$ cat config.mk
export PLATFORM = sky130hd
export DESIGN_NAME = multi_channel_enable_generator
export DESIGN_NICKNAME = d
export VERILOG_FILES = /design/src/rtl/multi_channel_enable_generator_pkg.sv /design/src/rtl/multi_channel_enable_generator_channel.sv /design/src/rtl/multi_channel_enable_generator.sv
export SDC_FILE = /design/constraint.sdc
export NUM_CORES = 1
export LEC_CHECK = 0
export BUFFER_PORTS_ARGS = -buffer_cell sky130_fd_sc_hd__buf_4
export CAP_MARGIN = 10
export CORE_MARGIN = 10
export CORE_UTILIZATION = 57
export DETAILED_ROUTE_END_ITERATION = 12
export GPL_TIMING_DRIVEN = 0
export PLACE_DENSITY_LB_ADDON = 0.3
export RECOVER_POWER = 100
export SLEW_MARGIN = 15
export SYNTH_ARGS = -nofsm -noshare
export SYNTH_HDL_FRONTEND = slang
export SYNTH_SLANG_ARGS = --single-unit
$ cat constraint.sdc
create_clock -name clk -period 3.8 [get_ports clk]
set_clock_uncertainty 0.05 [all_clocks]
set_input_delay 0.19 -clock clk [delete_from_list [all_inputs] [get_ports clk]]
set_output_delay 0.19 -clock clk [all_outputs]
set_load 0.03 [all_outputs]
$ cat src/rtl/multi_channel_enable_generator_pkg.sv
// Shared definitions for the multi-channel enable generator: mode encoding,
// reset divisor derivation and channel-select width.
package multi_channel_enable_pkg;

    // Channel run mode as carried on i_cfg_oneshot and held per channel.
    localparam logic MODE_PERIODIC = 1'b0;
    localparam logic MODE_ONESHOT  = 1'b1;

    // Number of clk cycles in one second: the divisor a channel powers up
    // with, so an unconfigured channel behaves like the old 1 Hz enable.
    function automatic longint unsigned default_div(input longint unsigned clk_freq_hz);
        return clk_freq_hz;
    endfunction

    // Width of the channel-select field; a single channel still gets one bit
    // so the port never collapses to zero width.
    function automatic int ch_idx_w(input int num_ch);
        return (num_ch <= 1) ? 1 : $clog2(num_ch);
    endfunction

endpackage

$ cat src/rtl/multi_channel_enable_generator_channel.sv
// One enable channel: divisor counter with shadowed divisor/mode, start/stop
// control, one-shot completion flag and a registered single-cycle strobe.
module enable_channel
    import multi_channel_enable_pkg::*;
#(
    parameter int unsigned      DIV_W     = 24,
    parameter logic [DIV_W-1:0] RESET_DIV = DIV_W'(12000000)
) (
    input  logic             clk,
    input  logic             reset_n,
    input  logic             start,
    input  logic             stop,
    input  logic             sync,
    input  logic             cfg_wr,
    input  logic [DIV_W-1:0] cfg_div,
    input  logic             cfg_mode,
    output logic             en,
    output logic             active,
    output logic             done
);

    logic [DIV_W-1:0] count_reg,      count_next;
    logic [DIV_W-1:0] div_reg,        div_next;
    logic [DIV_W-1:0] shadow_div_reg, shadow_div_next;
    logic             mode_reg,       mode_next;
    logic             shadow_mode_reg, shadow_mode_next;
    logic             en_reg,         en_next;
    logic             active_reg,     active_next;
    logic             done_reg,       done_next;

    logic             wrap;
    logic [DIV_W-1:0] start_div;

    // Terminal count; only meaningful while running, and div is never zero
    // while running so div-1 cannot underflow into a bogus match.
    assign wrap = active_reg && (count_reg == (div_reg - DIV_W'(1)));

    // A write landing on an idle channel in the same cycle as its start is
    // already the divisor the start will use.
    assign start_div = (cfg_wr && !active_reg) ? cfg_div : div_reg;

    // Next-state logic; priority is stop, then start, then sync, then counting.
    always_comb begin
        count_next       = count_reg;
        div_next         = div_reg;
        shadow_div_next  = shadow_div_reg;
        mode_next        = mode_reg;
        shadow_mode_next = shadow_mode_reg;
        en_next          = 1'b0;
        active_next      = active_reg;
        done_next        = done_reg;

        // Every write lands in the shadow; an idle channel also takes it live
        // because there is no period in flight to protect.
        if (cfg_wr) begin
            shadow_div_next  = cfg_div;
            shadow_mode_next = cfg_mode;
            if (!active_reg) begin
                div_next  = cfg_div;
                mode_next = cfg_mode;
            end
        end

        if (stop) begin
            // Any wrap this cycle is swallowed: no strobe after a stop.
            active_next = 1'b0;
            count_next  = '0;
        end else if (start) begin
            if (active_reg) begin
                // Restart the period; a coincident wrap produces no strobe.
                count_next = '0;
                done_next  = 1'b0;
            end else if (start_div != '0) begin
                active_next = 1'b1;
                count_next  = '0;
                done_next   = 1'b0;
            end
        end else if (active_reg) begin
            if (sync) begin
                count_next = '0;
            end else if (wrap) begin
                count_next = '0;
                en_next    = 1'b1;
                // The period just finished used the old divisor; the shadow
                // (including a write arriving this very cycle) takes over now.
                div_next   = shadow_div_next;
                mode_next  = shadow_mode_next;
                if (mode_reg == MODE_ONESHOT) begin
                    active_next = 1'b0;
                    done_next   = 1'b1;
                end else if (shadow_div_next == '0) begin
                    // A zero divisor cannot run; park the channel quietly.
                    active_next = 1'b0;
                end
            end else begin
                count_next = count_reg + DIV_W'(1);
            end
        end
    end

    // State registers with synchronous active-low reset.
    always_ff @(posedge clk) begin
        if (!reset_n) begin
            count_reg       <= '0;
            div_reg         <= RESET_DIV;
            shadow_div_reg  <= RESET_DIV;
            mode_reg        <= MODE_PERIODIC;
            shadow_mode_reg <= MODE_PERIODIC;
            en_reg          <= 1'b0;
            active_reg      <= 1'b0;
            done_reg        <= 1'b0;
        end else begin
            count_reg       <= count_next;
            div_reg         <= div_next;
            shadow_div_reg  <= shadow_div_next;
            mode_reg        <= mode_next;
            shadow_mode_reg <= shadow_mode_next;
            en_reg          <= en_next;
            active_reg      <= active_next;
            done_reg        <= done_next;
        end
    end

    assign en     = en_reg;
    assign active = active_reg;
    assign done   = done_reg;

endmodule

$ cat src/rtl/multi_channel_enable_generator.sv
// Common timebase: NUM_CH independent programmable enable-strobe channels
// sharing one configuration write port and a global phase-sync input.
module multi_channel_enable_generator
    import multi_channel_enable_pkg::*;
#(
    parameter int unsigned CLK_FREQ_HZ = 12000000,
    parameter int unsigned NUM_CH      = 4,
    parameter int unsigned DIV_W       = 24,
    localparam int         CH_W        = ch_idx_w(NUM_CH)
) (
    input  logic              clk,
    input  logic              reset_n,
    input  logic              i_cfg_wr,
    input  logic [CH_W-1:0]   i_cfg_ch,
    input  logic [DIV_W-1:0]  i_cfg_div,
    input  logic              i_cfg_oneshot,
    input  logic [NUM_CH-1:0] i_start,
    input  logic [NUM_CH-1:0] i_stop,
    input  logic              i_sync,
    output logic [NUM_CH-1:0] o_en,
    output logic [NUM_CH-1:0] o_active,
    output logic [NUM_CH-1:0] o_done
);

    // Divisor every channel comes out of reset with (1 Hz).
    localparam logic [DIV_W-1:0] RESET_DIV = DIV_W'(default_div(CLK_FREQ_HZ));

    logic [NUM_CH-1:0] cfg_wr_ch;

    genvar gi;
    generate
        for (gi = 0; gi < NUM_CH; gi++) begin : g_ch
            // Write decode: an index beyond the last channel matches nothing,
            // so such writes are dropped.
            assign cfg_wr_ch[gi] = i_cfg_wr && (i_cfg_ch == CH_W'(gi));

            enable_channel #(
                .DIV_W     (DIV_W),
                .RESET_DIV (RESET_DIV)
            ) u_channel (
                .clk      (clk),
                .reset_n  (reset_n),
                .start    (i_start[gi]),
                .stop     (i_stop[gi]),
                .sync     (i_sync),
                .cfg_wr   (cfg_wr_ch[gi]),
                .cfg_div  (i_cfg_div),
                .cfg_mode (i_cfg_oneshot),
                .en       (o_en[gi]),
                .active   (o_active[gi]),
                .done     (o_done[gi])
            );
        end
    endgenerate

endmodule

==> results.txt <==
The worst IR drop on VDD came out at 0.317 mV. The number of violations reported at the end of detailed-routing iteration 0 came out at 1605. The signal on the critical path passes through or4_4 > buf_6 > or4_4 > nor2_4 > a31oi_1 > a31o_2 > or4_4 > nor4_4 > buf_6 > buf_4 > mux2_2. The detail route stage leaves a number of antenna-violating nets equal to 0. The filler cell count came out at 2599. The die boundary width came out at between 150 and 200 µm. The static leakage power is 7.72 nW. The destination of the worst hold path is g_ch[0].u_channel.done.

Synthesis inferred roughly 300 register bits. Sorting the synthesized cells by how often they occur yields sky130_fd_sc_hd__dfxtp_1, sky130_fd_sc_hd__nand2_1, sky130_fd_sc_hd__nor2_1, sky130_fd_sc_hd__clkbuf_1, sky130_fd_sc_hd__nand3_1. In this run the critical register-to-register path is launched from g_ch[0].u_channel.div_reg[10]. Based on the critical path, the design can be clocked at up to 0.269 GHz. STA puts the critical path data required time at around 4200 ps. The largest net degree at the start of global routing is 15. The weighted congestion at the end of routability-driven global placement came out at a little under 1.

The post-synthesis xor/xnor area fraction came out at 5.83%. The clock power share is a little under half. Data arrives at the worst endpoint at 4060 ps.

The net total in the final layout is 2424. The signed area change from the synthesized netlist to the final layout came out at 14.9%. The vias per cell is roughly 6.5. The cell count after synthesis came out at 2286. The CTS H-tree depth came out at 2. The die covers 39200 µm². The worst hold path belongs to the class in -> reg. The buffers plus inverters on the worst setup path came out at 3.

The total internal power came out at 6.00 mW. The path type of the worst setup path is reg -> reg. The reg2reg setup slack is 90 ps.

The maximum fanout encountered on the critical timing path came out at 8. The endpoint of the lowest-slack register-to-register path is g_ch[0].u_channel.div_reg[2]. The share of synthesized cell area in and, or, nand and nor gates came out at 28.1%. Sequential cells burn 42.5% of the power.

The post-synthesis net count came out at 2333. For this run, the number of Yosys warnings is 0. STA classifies the critical path endpoint as a register.

The core outline area came out at 31400 µm². The power per cell area is ~390 nW/µm². The largest family of logic cells by synthesized area is simple AND/OR/NAND/NOR gates. The sink count of the clock tree came out at a little over 300.

The total area of multi-input combinational cells came out at 11200 µm². The fraction of power consumed by combinational cells came out at a little over a tenth. The time the final worst path needs with I/O delays and setup came out at 3710 ps. The tool flagged a number of max-cap violations equal to 0. The number of antenna violations at the first check in global routing is 0. The global-route wire length before repair came out at 92.4 mm. The final setup violation count is 0.

The average wire per cell in the routed design came out at 20.6 µm. Summing all placed instances gives a cell area of 18900 µm². The share of flip-flops with an asynchronous set or reset after synthesis is 0%. The cell row count is 65. The synthesized-area fraction occupied by ao, oa, aoi and oai cells is 18.8%. The via count of the first global-routing pass was approximately 17k. The run finished with clean final reports.

The total power of the final layout is 8.07 mW. The final worst-path cycle share came out at 97.7%. The vias after detailed routing came out at 18.1k. In this run the most critical hold path is launched from i_stop[0]. The global-route total usage across every layer is between 20 and 30%. In this run the count of I/O pins placed on the die edge is slightly above 50.

The synthesized netlist contains 79 unique library cells. The design area is 20700 µm². The final count of hold timing violations is 0.

For this run, the register share of the synthesized area comes to 34.2%. In the synthesized netlist the dominant register cell turns out to be sky130_fd_sc_hd__dfxtp_1. By area the synthesized netlist is led by sky130_fd_sc_hd__dfxtp_1, sky130_fd_sc_hd__nand2_1, sky130_fd_sc_hd__nor2_1. TritonCTS built the clock tree.

The total CTS buffers came out at 34. On the worst path, the slowest cell contributes a delay of 610 ps. Averaged over all synthesized cells, the footprint is 7.89 µm². The clock-pin slew reported for the worst setup and hold paths after clock tree synthesis came out at 60 ps.

The most numerous cell type found on the critical path is sky130_fd_sc_hd__or4_4. Cells with a size suffix above 1 make up 12.5% of the layout. The smallest hold slack is 30.7 ps.

The worst setup path is launched from a register. In the final layout, flip-flops and latches occupy just over 6000 µm². In this run the deepest clock path goes through 3 buffers. The actual slew at the worst max-slew pin came out at 952 ps.

The post-synthesis instance area is 18000 µm². sky130_fd_sc_hd__dfxtp_1 is the most common cell in the netlist. Of the total power, the share spent switching nets is 25.7%.

The remaining global-route overflow is 0. Headroom to the max-slew limit came out at 36.5%. The cell count along the critical path came out at 11. The number of buffer cells added on primary ports came out at 34. The remaining routing DRC violations is 0.

The critical-path cell with the highest stage delay is sky130_fd_sc_hd__or4_4. The worst hold path stage count is 3. The top cell type by area accounts for 34.2% of the synthesized area.

The effective utilization at floorplan came out at between 50% and 60%. The number of cells on the worst reg-to-reg path is 11. The final-report max-slew violation count is 0. The clock latency reported for the late side of the worst-skew pair came out at 530 ps. The HPWL after detailed placement came out at 41.9 mm. The fraction of synthesized area in multiplexers came out at 6.78%. The power spent charging and discharging nets is 2.07 mW. Once routing completed, OpenROAD measured the worst setup slack at 89.2 ps. The wire length reported by the detailed router is 57.8 mm. The number of synthesized flops with an enable pin came out at 0.

The area share of fa/ha/maj cells after synthesis is 0.555%. The worst slack after detailed placement is -1170 ps. The family with the most delay on the worst path is simple AND/OR/NAND/NOR gates. From bottom edge to top edge, the die measures between 150 and 200 µm. The number of search-and-repair iterations in the first detailed-routing pass came out at 7. The synthesized design spends more area on one cell type than any other, namely sky130_fd_sc_hd__dfxtp_1.

The root buffer cell chosen for the clock tree is sky130_fd_sc_hd__clkbuf_16.
-- logic make-up (layout without fill, tap and decap cells) --
group                      count (synthesis)  after routing
and+or+nand+nor                         1010           1010
AOI/OAI and AO/OA                        478            478
DFF                                      308            308
buffers and inverters                    253            370
xor gates and xnor gates                 117            117
muxes                                    112            112
adders and majority gates                  8              8
other                                      0              1
-- worst reg2reg max path: cells and delay by family (launching register included) --
| family | cells | cell delay (ps) |
|---|---|---|
| and+or+nand+nor | 5 | 2030 |
| buffers and inverters | 3 | 470 |
| DFF | 1 | 370 |
| muxes | 1 | 340 |
| AOI/OAI and AO/OA | 2 | 330 |
-- routing by layer --
layer | vias to the layer above | track usage (%) | part of all wire (%)
met1 | 8626 | 35.1 | 40
li1 | 8558 | - | -
met3 | 155 | 4.97 | 7.6
met4 | 0 | 13.4 | 4.1
met5 | - | 0 | 0
met2 | 800 | 48.3 | 48
-- stage by stage --
stage / util, % / TNS [ps] / instances
3_3_place_gp: 60.2 / -78210 / 2722
6_report: 66.0 / 0 / 2806
4_1_cts: 65.5 / -11.6 / 2803
3_5_place_dp: 60.2 / -81820 / 2722
5_1_grt: 66.0 / -701 / 2805
2_1_floorplan: - / -711 / 2286
-- power by group through the flow --
stage                     registers (mW)  logic, mW  clock network [mW]
after global placement              3.49      0.788                   0
after detailed placement            3.49      0.805                   0
after floorplan                     3.45      0.572                   0
final                               3.43      0.873                3.76
after CTS                           3.42      0.841                3.77
after global routing                3.44      0.944                3.90
-- worst max path at each step --
stage,from,end,slack [ps]
final,g_ch[0].u_channel.div_reg[10],g_ch[0].u_channel.div_reg[2],90
after global routing,g_ch[1].u_channel.div_reg[4],g_ch[1].u_channel.div_reg[10],-60
after CTS,g_ch[3].u_channel.div_reg[10],g_ch[3].u_channel.div_reg[7],-10
after detailed placement,g_ch[3].u_channel.div_reg[0],g_ch[3].u_channel.div_reg[7],-1170
after global placement,g_ch[3].u_channel.div_reg[0],g_ch[3].u_channel.div_reg[7],-1120
after floorplan,g_ch[0].u_channel.div_reg[7],g_ch[0].u_channel.div_reg[7],-40
-- final cells by class --
type / instances / area share [%]
Clock inverter: 15 / 1.26
Buffer: 172 / 3.84
Clock buffer: 47 / 4.89
Antenna cell: 1 / 0.0121
Timing Repair Buffer: 62 / 2.24
Tap cell: 402 / 2.43
Sequential cell: 308 / 29.8
Inverter: 74 / 1.34
Multi-Input combinational cell: 1725 / 54.2
-- layout by cell type (no fill, tap or decap), types with 59 or more instances in the layout --
master,synthesis,layout
sky130_fd_sc_hd__a21oi_1,113,111
sky130_fd_sc_hd__clkbuf_1,143,144
sky130_fd_sc_hd__dfxtp_1,308,301
sky130_fd_sc_hd__inv_1,74,72
sky130_fd_sc_hd__nand2_1,291,289
sky130_fd_sc_hd__nand3_1,115,112
sky130_fd_sc_hd__nand4_1,62,62
sky130_fd_sc_hd__nor2_1,193,190
sky130_fd_sc_hd__nor3_1,65,59
sky130_fd_sc_hd__xnor2_1,67,67
-- timing repair --
action,4_1_cts,5_1_grt
resized for setup,53,60
pin swaps,5,8
endpoints found under the hold margin,22,0
hold buffers,13,0
gates cloned,1,0
setup buffers,7,7
endpoints found under the setup margin,172,163
No activity file was read; power rests on OpenSTA's default activity.
